[config.mk]
export PLATFORM = sky130hd
export DESIGN_NAME = mode_counter_flat
export DESIGN_NICKNAME = d
export VERILOG_FILES = /design/src/rtl/mode_counter_if.sv /design/src/rtl/mode_counter.sv /design/src/flat_wrapper.sv
export SDC_FILE = /design/constraint.sdc
export NUM_CORES = 1
export LEC_CHECK = 0
export ABC_CLOCK_PERIOD_IN_PS = 2900
export CORE_MARGIN = 2
export CORE_UTILIZATION = 53
export DETAILED_ROUTE_END_ITERATION = 8
export PLACE_DENSITY_LB_ADDON = 0.08
export SYNTH_ARGS = -nofsm -noshare
export SYNTH_HDL_FRONTEND = slang
export SYNTH_SLANG_ARGS = --single-unit
[constraint.sdc]
create_clock -name clk -period 2.9 [get_ports clk]
set_input_delay 0.725 -clock clk [delete_from_list [all_inputs] [get_ports clk]]
set_output_delay 0.725 -clock clk [all_outputs]
set_load 0.005 [all_outputs]
[src/rtl/mode_counter_if.sv]
// Command/status bundle between a controller (master) and the mode_counter (slave).
// WIDTH must match the WIDTH of the mode_counter it is bound to.
interface mode_counter_if #(
    parameter int WIDTH = 8
);
    logic             en;
    logic [2:0]       mode;
    logic [WIDTH-1:0] load_val;
    logic [WIDTH-1:0] count;
    logic             wrap;
    logic             ovf;
    logic             at_max;
    logic             at_zero;

    modport master (
        output en, mode, load_val,
        input  count, wrap, ovf, at_max, at_zero
    );

    modport slave (
        input  en, mode, load_val,
        output count, wrap, ovf, at_max, at_zero
    );
endinterface

[src/rtl/mode_counter.sv]
// Parametrised multi-mode counter register: one command per enabled cycle, registered result.
// Optional feature macro MODE_COUNTER_SATURATE_EN: INC/DEC clamp at the range bounds instead of wrapping.
module mode_counter #(
    parameter int               WIDTH = 8,
    parameter int               STEP  = 1,
    parameter logic [WIDTH-1:0] INIT  = '0
) (
    input logic            clk,
    input logic            rst,
    mode_counter_if.slave  bus
);

    typedef enum logic [2:0] {
        MODE_INC   = 3'd0,
        MODE_ROTL  = 3'd1,
        MODE_DEC   = 3'd2,
        MODE_ROTR  = 3'd3,
        MODE_LOAD  = 3'd4,
        MODE_HOLD  = 3'd5,
        MODE_SHL   = 3'd6,
        MODE_CLEAR = 3'd7
    } modeT;

    localparam logic [WIDTH:0]   STEP_EXT = (WIDTH + 1)'(STEP);
    localparam logic [WIDTH-1:0] MAX_VAL  = '1;

    logic [WIDTH-1:0] countQ;
    logic             wrapQ;
    logic             ovfQ;

    logic [WIDTH:0]   incSum;
    logic [WIDTH:0]   decDiff;
    logic             incCarry;
    logic             decBorrow;

    logic [WIDTH-1:0] nextCount;
    logic             crossing;
    logic             clearOvf;
    modeT             cmd;

    assign cmd = modeT'(bus.mode);

    // The extra top bit of the widened sum is the carry (INC) or borrow (DEC).
    assign incSum    = {1'b0, countQ} + STEP_EXT;
    assign decDiff   = {1'b0, countQ} - STEP_EXT;
    assign incCarry  = incSum[WIDTH];
    assign decBorrow = decDiff[WIDTH];

    always_comb begin
        nextCount = countQ;
        crossing  = 1'b0;
        clearOvf  = 1'b0;
        if (bus.en) begin
            case (cmd)
                MODE_INC: begin
                    crossing = incCarry;
`ifdef MODE_COUNTER_SATURATE_EN
                    nextCount = incCarry ? MAX_VAL : incSum[WIDTH-1:0];
`else
                    nextCount = incSum[WIDTH-1:0];
`endif
                end
                MODE_DEC: begin
                    crossing = decBorrow;
`ifdef MODE_COUNTER_SATURATE_EN
                    nextCount = decBorrow ? '0 : decDiff[WIDTH-1:0];
`else
                    nextCount = decDiff[WIDTH-1:0];
`endif
                end
                MODE_ROTL:  nextCount = {countQ[WIDTH-2:0], countQ[WIDTH-1]};
                MODE_ROTR:  nextCount = {countQ[0], countQ[WIDTH-1:1]};
                MODE_SHL:   nextCount = {countQ[WIDTH-2:0], 1'b0};
                MODE_LOAD: begin
                    nextCount = bus.load_val;
                    clearOvf  = 1'b1;
                end
                MODE_CLEAR: begin
                    nextCount = INIT;
                    clearOvf  = 1'b1;
                end
                MODE_HOLD:  nextCount = countQ;
                default:    nextCount = countQ;
            endcase
        end
    end

    // wrap is recomputed every cycle so it can never linger past the crossing command.
    always_ff @(posedge clk or negedge rst) begin
        if (!rst) begin
            countQ <= INIT;
            wrapQ  <= 1'b0;
            ovfQ   <= 1'b0;
        end else begin
            countQ <= nextCount;
            wrapQ  <= crossing;
            if (clearOvf) begin
                ovfQ <= 1'b0;
            end else if (crossing) begin
                ovfQ <= 1'b1;
            end
        end
    end

    assign bus.count   = countQ;
    assign bus.wrap    = wrapQ;
    assign bus.ovf     = ovfQ;
    assign bus.at_max  = (countQ == MAX_VAL);
    assign bus.at_zero = (countQ == '0);

endmodule

[src/flat_wrapper.sv]
// flat-port wrapper written by rule: the top's interface ports become plain ports
module mode_counter_flat 
#(
    parameter int               WIDTH = 8,
    parameter int               STEP  = 1,
    parameter logic [WIDTH-1:0] INIT  = '0
)
  (clk, rst, bus_en, bus_mode, bus_load_val, bus_count, bus_wrap, bus_ovf, bus_at_max, bus_at_zero);
  mode_counter_if #(.WIDTH(WIDTH)) bus_i ();
  input logic clk;
  input logic rst;
  input wire logic [$bits(bus_i.en)-1:0] bus_en;
  input wire logic [$bits(bus_i.mode)-1:0] bus_mode;
  input wire logic [$bits(bus_i.load_val)-1:0] bus_load_val;
  output wire logic [$bits(bus_i.count)-1:0] bus_count;
  output wire logic [$bits(bus_i.wrap)-1:0] bus_wrap;
  output wire logic [$bits(bus_i.ovf)-1:0] bus_ovf;
  output wire logic [$bits(bus_i.at_max)-1:0] bus_at_max;
  output wire logic [$bits(bus_i.at_zero)-1:0] bus_at_zero;
  assign bus_i.en = bus_en;
  assign bus_i.mode = bus_mode;
  assign bus_i.load_val = bus_load_val;
  assign bus_count = bus_i.count;
  assign bus_wrap = bus_i.wrap;
  assign bus_ovf = bus_i.ovf;
  assign bus_at_max = bus_i.at_max;
  assign bus_at_zero = bus_i.at_zero;
  mode_counter #(.WIDTH(WIDTH), .STEP(STEP), .INIT(INIT)) u_core (.clk(clk), .rst(rst), .bus(bus_i));
endmodule
Word level (Yosys, flattened, before mapping). Index checks and enable logic that the tools add are counted.

$add $sub $neg: 2. Bitwise operators: 1. Reduce and logical (&&, ||, !) cells: 5. Equality and inequality tests: 8. Muxes and demuxes: 7.

Operators with widths (number): $pmux W8 S7 (1); $eq A3 B3 Y1 const B (4); $add A8 B1 Y9 const B (1); $sub A8 B1 Y9 const B (1); $eq A8 B8 Y1 const B (1); $logic_not A8 Y1 (1); $eq A3 B2 Y1 const B (2); $mux W1 (5); $eq A3 B1 Y1 const B (1); $logic_not A3 Y1 (1); $pmux W1 S2 (1); $reduce_and A2 Y1 (1); $reduce_bool A2 Y1 (1); $reduce_or A2 Y1 (1); $not A1 Y1 (1).

Output and inout port bits: 12. Flip-flop bits (word level): 10. Input port bits: 14. Word-level logic and storage cells: 26.

Depth between registers and ports, before layout.
Word-level depth: 5. Mapped depth: 7. Depth with buffers taken out: 7.

Least setup slack after synthesis. Ideal clock, no wire load.

Kind: register -> output. Start: register u_core.countQ[0] (netlist: u_core.bus.count[0]). End: output bus_at_zero. Cell stages (with the launch flop): 6. Setup slack: 972 ps. Data arrival time: 1203 ps. Required time: 2175 ps. Path buffers: 0. Path through: dfrtp_1 > inv_1 > ha_1 > nor2b_1 > nand3_1 > nor3_1.

Word-level cells in the longest chain between the ends: 1.

RTL lines: start: declaration (RTL line mode_counter.sv:27) `logic [WIDTH-1:0] countQ;`; start signal: assignment (RTL line mode_counter.sv:95) `countQ <= nextCount;`; $logic_not A8 Y1 (RTL line mode_counter.sv:109) `assign bus.at_zero = (countQ == '0);`; end: declaration (RTL line flat_wrapper.sv:19) `output wire logic [$bits(bus_i.at_zero)-1:0] bus_at_zero;`.

No other way between the ends.

Worst setup path in the final report. Ends and elaborated chain as after synthesis.

==> flow_summary.html <==
<table>
<tr><th>Metric</th><th>Value</th></tr>
<tr><th colspan="2">Timing</th></tr>
<tr><td>Final period util</td><td>95.2%</td></tr>
<tr><td>Count of endpoints failing hold in the final timing report</td><td>0</td></tr>
<tr><td>Period minus WS final</td><td>approximately 2800 ps</td></tr>
<tr><td>Worst relative slew slack</td><td>65.4%</td></tr>
<tr><td>Transition time at the pin with the least slew margin</td><td>517 ps</td></tr>
<tr><td>Worst Skew</td><td>13.5 ps</td></tr>
<tr><td>Maximum frequency from static timing analysis</td><td>between 0.3 and 0.4 GHz</td></tr>
<tr><td>Final setup viols</td><td>0</td></tr>
<tr><td>Total Negative Setup Slacks</td><td>0 ps</td></tr>
<tr><td>Fin. max-slew vios</td><td>0</td></tr>
<tr><td>Setup repair after global routing missed its margin</td><td>no</td></tr>
<tr><th colspan="2">Yosys</th></tr>
<tr><td>Yosys top cell area share</td><td>22.8%</td></tr>
<tr><td>Syn. warnings</td><td>0</td></tr>
<tr><td>Commonest register cell after synthesis</td><td>sky130_fd_sc_hd__dfrtp_1</td></tr>
<tr><td>Avg Synthesized Cell Area</td><td>7.52 µm²</td></tr>
<tr><td>FFs w/ async S/R, synth</td><td>100%</td></tr>
<tr><td>Syn_nets</td><td>162</td></tr>
<tr><td>Proportion of synthesized area in mux cells</td><td>1.94%</td></tr>
<tr><td>Synth area leader</td><td>sky130_fd_sc_hd__dfrtp_1</td></tr>
<tr><td>Post-synthesis compound-gate area fraction</td><td>between 30% and 40%</td></tr>
<tr><td>Post-synthesis sequential area ratio</td><td>22.8%</td></tr>
<tr><td>Dominant cells by area after synthesis</td><td>sky130_fd_sc_hd__dfrtp_1 23%, sky130_fd_sc_hd__a21oi_1 5.5%, sky130_fd_sc_hd__xnor2_1 4.8%, sky130_fd_sc_hd__nor2_1 4.1%, sky130_fd_sc_hd__o22ai_1 4.0%</td></tr>
<tr><td>Post-synthesis share of cell area spent on and, or, nand and nor gates</td><td>a little over a quarter</td></tr>
<tr><td>Synthesized-area fraction occupied by adder cells</td><td>2.28%</td></tr>
<tr><td>Post-synth EDFFs</td><td>0</td></tr>
<tr><td>Combinational family with the most area after synthesis</td><td>compound AO/OA/AOI/OAI gates</td></tr>
<tr><td>Post-synthesis instance total</td><td>146</td></tr>
<tr><td>Distinct cell type count of the synthesized netlist</td><td>46</td></tr>
<tr><td>#FFs+latches synth</td><td>10</td></tr>
<tr><td>Synth Cell Area</td><td>1100 µm²</td></tr>
<tr><td>Xor/xnor share of the synthesized area</td><td>5.58%</td></tr>
<tr><th colspan="2">Min path</th></tr>
<tr><td>Worst hold stages</td><td>2</td></tr>
<tr><td>End point of the most critical hold path</td><td>u_core.bus.ovf</td></tr>
<tr><td>Startpoint of the tightest hold check path</td><td>u_core.bus.ovf</td></tr>
<tr><td>Tightest Hold Check Type</td><td>reg -&gt; reg</td></tr>
<tr><th colspan="2">Clocking</th></tr>
<tr><td>Later-pin clock latency in the skew report</td><td>280 ps</td></tr>
<tr><td>Clk slew on worst S/H paths</td><td>about 70 ps</td></tr>
<tr><td>Clock tree from TritonCTS</td><td>yes</td></tr>
<tr><td>Inserted Clock Buffers</td><td>3</td></tr>
<tr><td># clock sinks</td><td>10</td></tr>
<tr><td>Buffer depth of the longest clock path</td><td>2</td></tr>
<tr><td>Clock root buffer master</td><td>sky130_fd_sc_hd__clkbuf_4</td></tr>
<tr><td># H-tree levels</td><td>1</td></tr>
<tr><td>Hold-fix buffers at CTS</td><td>0</td></tr>
<tr><th colspan="2">Floorplan</th></tr>
<tr><td>Row cnt</td><td>16</td></tr>
<tr><td>Area of the placeable core</td><td>1960 µm²</td></tr>
<tr><td>Num ports</td><td>26</td></tr>
<tr><td>Die height</td><td>49.5 µm</td></tr>
<tr><td>Initial Utilization</td><td>56.0%</td></tr>
<tr><td>Horizontal extent of the die</td><td>49.5 µm</td></tr>
<tr><td>Total Die Area</td><td>between 2000 and 2500 µm²</td></tr>
<tr><th colspan="2">Global route</th></tr>
<tr><td>Number of global-route vias before repair</td><td>1,066</td></tr>
<tr><td>Overall routing resource usage</td><td>between 20 and 30%</td></tr>
<tr><td>Overflow left after global routing</td><td>0</td></tr>
<tr><td>Maximum number of pins on one net before global-route repair</td><td>16</td></tr>
<tr><td>Initial antenna violation count</td><td>0</td></tr>
<tr><td>Global-route wire length before repair</td><td>4.88 mm</td></tr>
<tr><th colspan="2">Final layout</th></tr>
<tr><td>Fill cell instance count of the final layout</td><td>176</td></tr>
<tr><td>Count of non-filler cells in the finished layout</td><td>194</td></tr>
<tr><td>Share of final-layout standard cells stronger than drive strength 1</td><td>12.0%</td></tr>
<tr><td>Area of all placed cells without fillers</td><td>1380 µm²</td></tr>
<tr><td>Top library cells by usage in the layout, fill and taps aside</td><td>25 x sky130_fd_sc_hd__clkdlybuf4s50_1, 12 x sky130_fd_sc_hd__nor2_1, 12 x sky130_fd_sc_hd__a21oi_1</td></tr>
<tr><td>Number of diodes added for antenna fixing</td><td>0</td></tr>
<tr><td>Synth-to-layout area growth</td><td>26.0%</td></tr>
<tr><td>Leading cell type in the layout, fill and taps excluded</td><td>sky130_fd_sc_hd__clkdlybuf4s50_1</td></tr>
<tr><td>Share of the core filled with cells in the final layout</td><td>70.5%</td></tr>
<tr><td>Net count of the finished layout</td><td>around 190</td></tr>
<tr><th colspan="2">Placement</th></tr>
<tr><td>Detailed placer's ending HPWL</td><td>2.26 mm</td></tr>
<tr><td>GP Congestion</td><td>~1</td></tr>
<tr><td>Number of buffer cells added on primary ports</td><td>25</td></tr>
<tr><td>Number of instances in the placed design</td><td>190</td></tr>
<tr><td>Placed instance area</td><td>about 1300 µm²</td></tr>
<tr><th colspan="2">Pwr</th></tr>
<tr><td>PD cells</td><td>432 nW/µm²</td></tr>
<tr><td>Pleak</td><td>0.515 nW</td></tr>
<tr><td>Tot Pwr</td><td>roughly 600 µW</td></tr>
<tr><td>IR drop worst, VDD</td><td>289 µV</td></tr>
<tr><th colspan="2">Job</th></tr>
<tr><td>Max-cap violations</td><td>0</td></tr>
<tr><th colspan="2">Drt</th></tr>
<tr><td>Total Routed Length</td><td>~2.9 mm</td></tr>
<tr><td>Post-detailed-route DRC marker count</td><td>0</td></tr>
<tr><td>Length of the first detailed-routing pass in iterations</td><td>4</td></tr>
<tr><td>Post-route antenna net violation count</td><td>0</td></tr>
<tr><td>Number of DRC markers in iteration 0</td><td>58</td></tr>
<tr><td>Via count normalized by instance count</td><td>6.32</td></tr>
<tr><td>Total number of vias</td><td>1,227</td></tr>
<tr><td>Average wire length per cell after detail routing</td><td>15.1 µm</td></tr>
<tr><th colspan="2">Setup path</th></tr>
<tr><td>Setup Crit Path Kind</td><td>reg -&gt; out</td></tr>
<tr><td>Launch instance of the worst register-to-register path</td><td>u_core.bus.count[1]</td></tr>
<tr><td>Register-to-Register Path Depth</td><td>7</td></tr>
<tr><td>Crit end category</td><td>output pin</td></tr>
<tr><td>Critical Path Start Type</td><td>flip-flop</td></tr>
<tr><td>CP arrival</td><td>2040 ps</td></tr>
<tr><td>FF-to-FF End</td><td>u_core.bus.ovf</td></tr>
<tr><td>Req. time, crit path</td><td>2170 ps</td></tr>
<tr><td>Critical path peak fanout</td><td>8</td></tr>
<tr><td>Setup slack of the most critical reg-to-reg path</td><td>1070 ps</td></tr>
<tr><th colspan="2">Run status</th></tr>
<tr><td>Status</td><td>complete, no violations</td></tr>
</table>
per-stage QoR:
stage,setup slack (ps),hold WS [ps]
floorplan,972,429
global placement,331,537
detailed placement,291,550
CTS,15.4,564
global route,8.20,602
finish,139,555
state kept, by name, summed over array words and instances (netlist names):
register,count
u_core.bus.count,8
u_core.bus.ovf,1
u_core.bus.wrap,1
power by group:
part           switching [mW]  internal, mW
sequential             0.0611         0.163
combinational           0.134         0.141
clock                  0.0505        0.0480
critical path, cell delays in order, from the launching register on:
cell and delay (ps):
sky130_fd_sc_hd__dfrtp_2 480, sky130_fd_sc_hd__inv_2 110, sky130_fd_sc_hd__ha_1 190, sky130_fd_sc_hd__nor2b_2 190, sky130_fd_sc_hd__nand3_1 130, sky130_fd_sc_hd__nor3_1 140
sky130_fd_sc_hd__clkdlybuf4s50_1 520
logic make-up after synthesis:
logic type,after synthesis
compound gates,50
xor+xnor,7
fa+ha+maj,2
buf+inv,23
flops,10
mux,2
simple gates,52
what timing repair did:
action | in CTS | in global routing
endpoints found under the setup margin | 0 | 1
gates resized for setup | 0 | 4
endpoints found under the hold margin | 0 | 0
setup buffers | 0 | 1
metal layers:
metal	GRT usage (%)	up-vias	wire length, µm
met5	0	-	0
met4	11.1	0	111
met3	5.15	20	300
met2	40.4	80	1290
met1	34.6	539	1230
li1	-	588	-
area by class of cell:
| cell class | count | area [µm²] | area share, % |
|---|---|---|---|
| sequential | 10 | 253 | 18.3 |
| timing repair buffer | 31 | 295 | 21.3 |
| inverter | 10 | 37.5 | 2.71 |
| clock buffer | 3 | 22.5 | 1.63 |
| multi-input combinational | 113 | 742 | 53.6 |
| tap | 27 | 33.8 | 2.44 |
synth_stat cells (5+ instances only):
cell type / count
sky130_fd_sc_hd__a21oi_1: 12
sky130_fd_sc_hd__buf_2: 6
sky130_fd_sc_hd__dfrtp_1: 10
sky130_fd_sc_hd__inv_1: 9
sky130_fd_sc_hd__nand2_1: 6
sky130_fd_sc_hd__nor2_1: 12
sky130_fd_sc_hd__nor2b_1: 5
sky130_fd_sc_hd__nor3_1: 6
sky130_fd_sc_hd__o21ai_0: 8
sky130_fd_sc_hd__o22ai_1: 7
sky130_fd_sc_hd__xnor2_1: 6
worst max path at each step:
stage / from / to / slack (ps) / depth (start not counted)
floorplan: u_core.bus.count[0] / bus_at_zero / 970 / 5
global placement: u_core.bus.count[0] / bus_at_zero / 330 / 6
detailed placement: bus_mode[2] / u_core.bus.count[5] / 290 / 5
CTS: u_core.bus.count[0] / bus_at_zero / 20 / 6
global route: u_core.bus.count[0] / bus_at_zero / 8 / 6
finish: u_core.bus.count[0] / bus_at_zero / 140 / 6
Power figures use the tool's default switching activity.
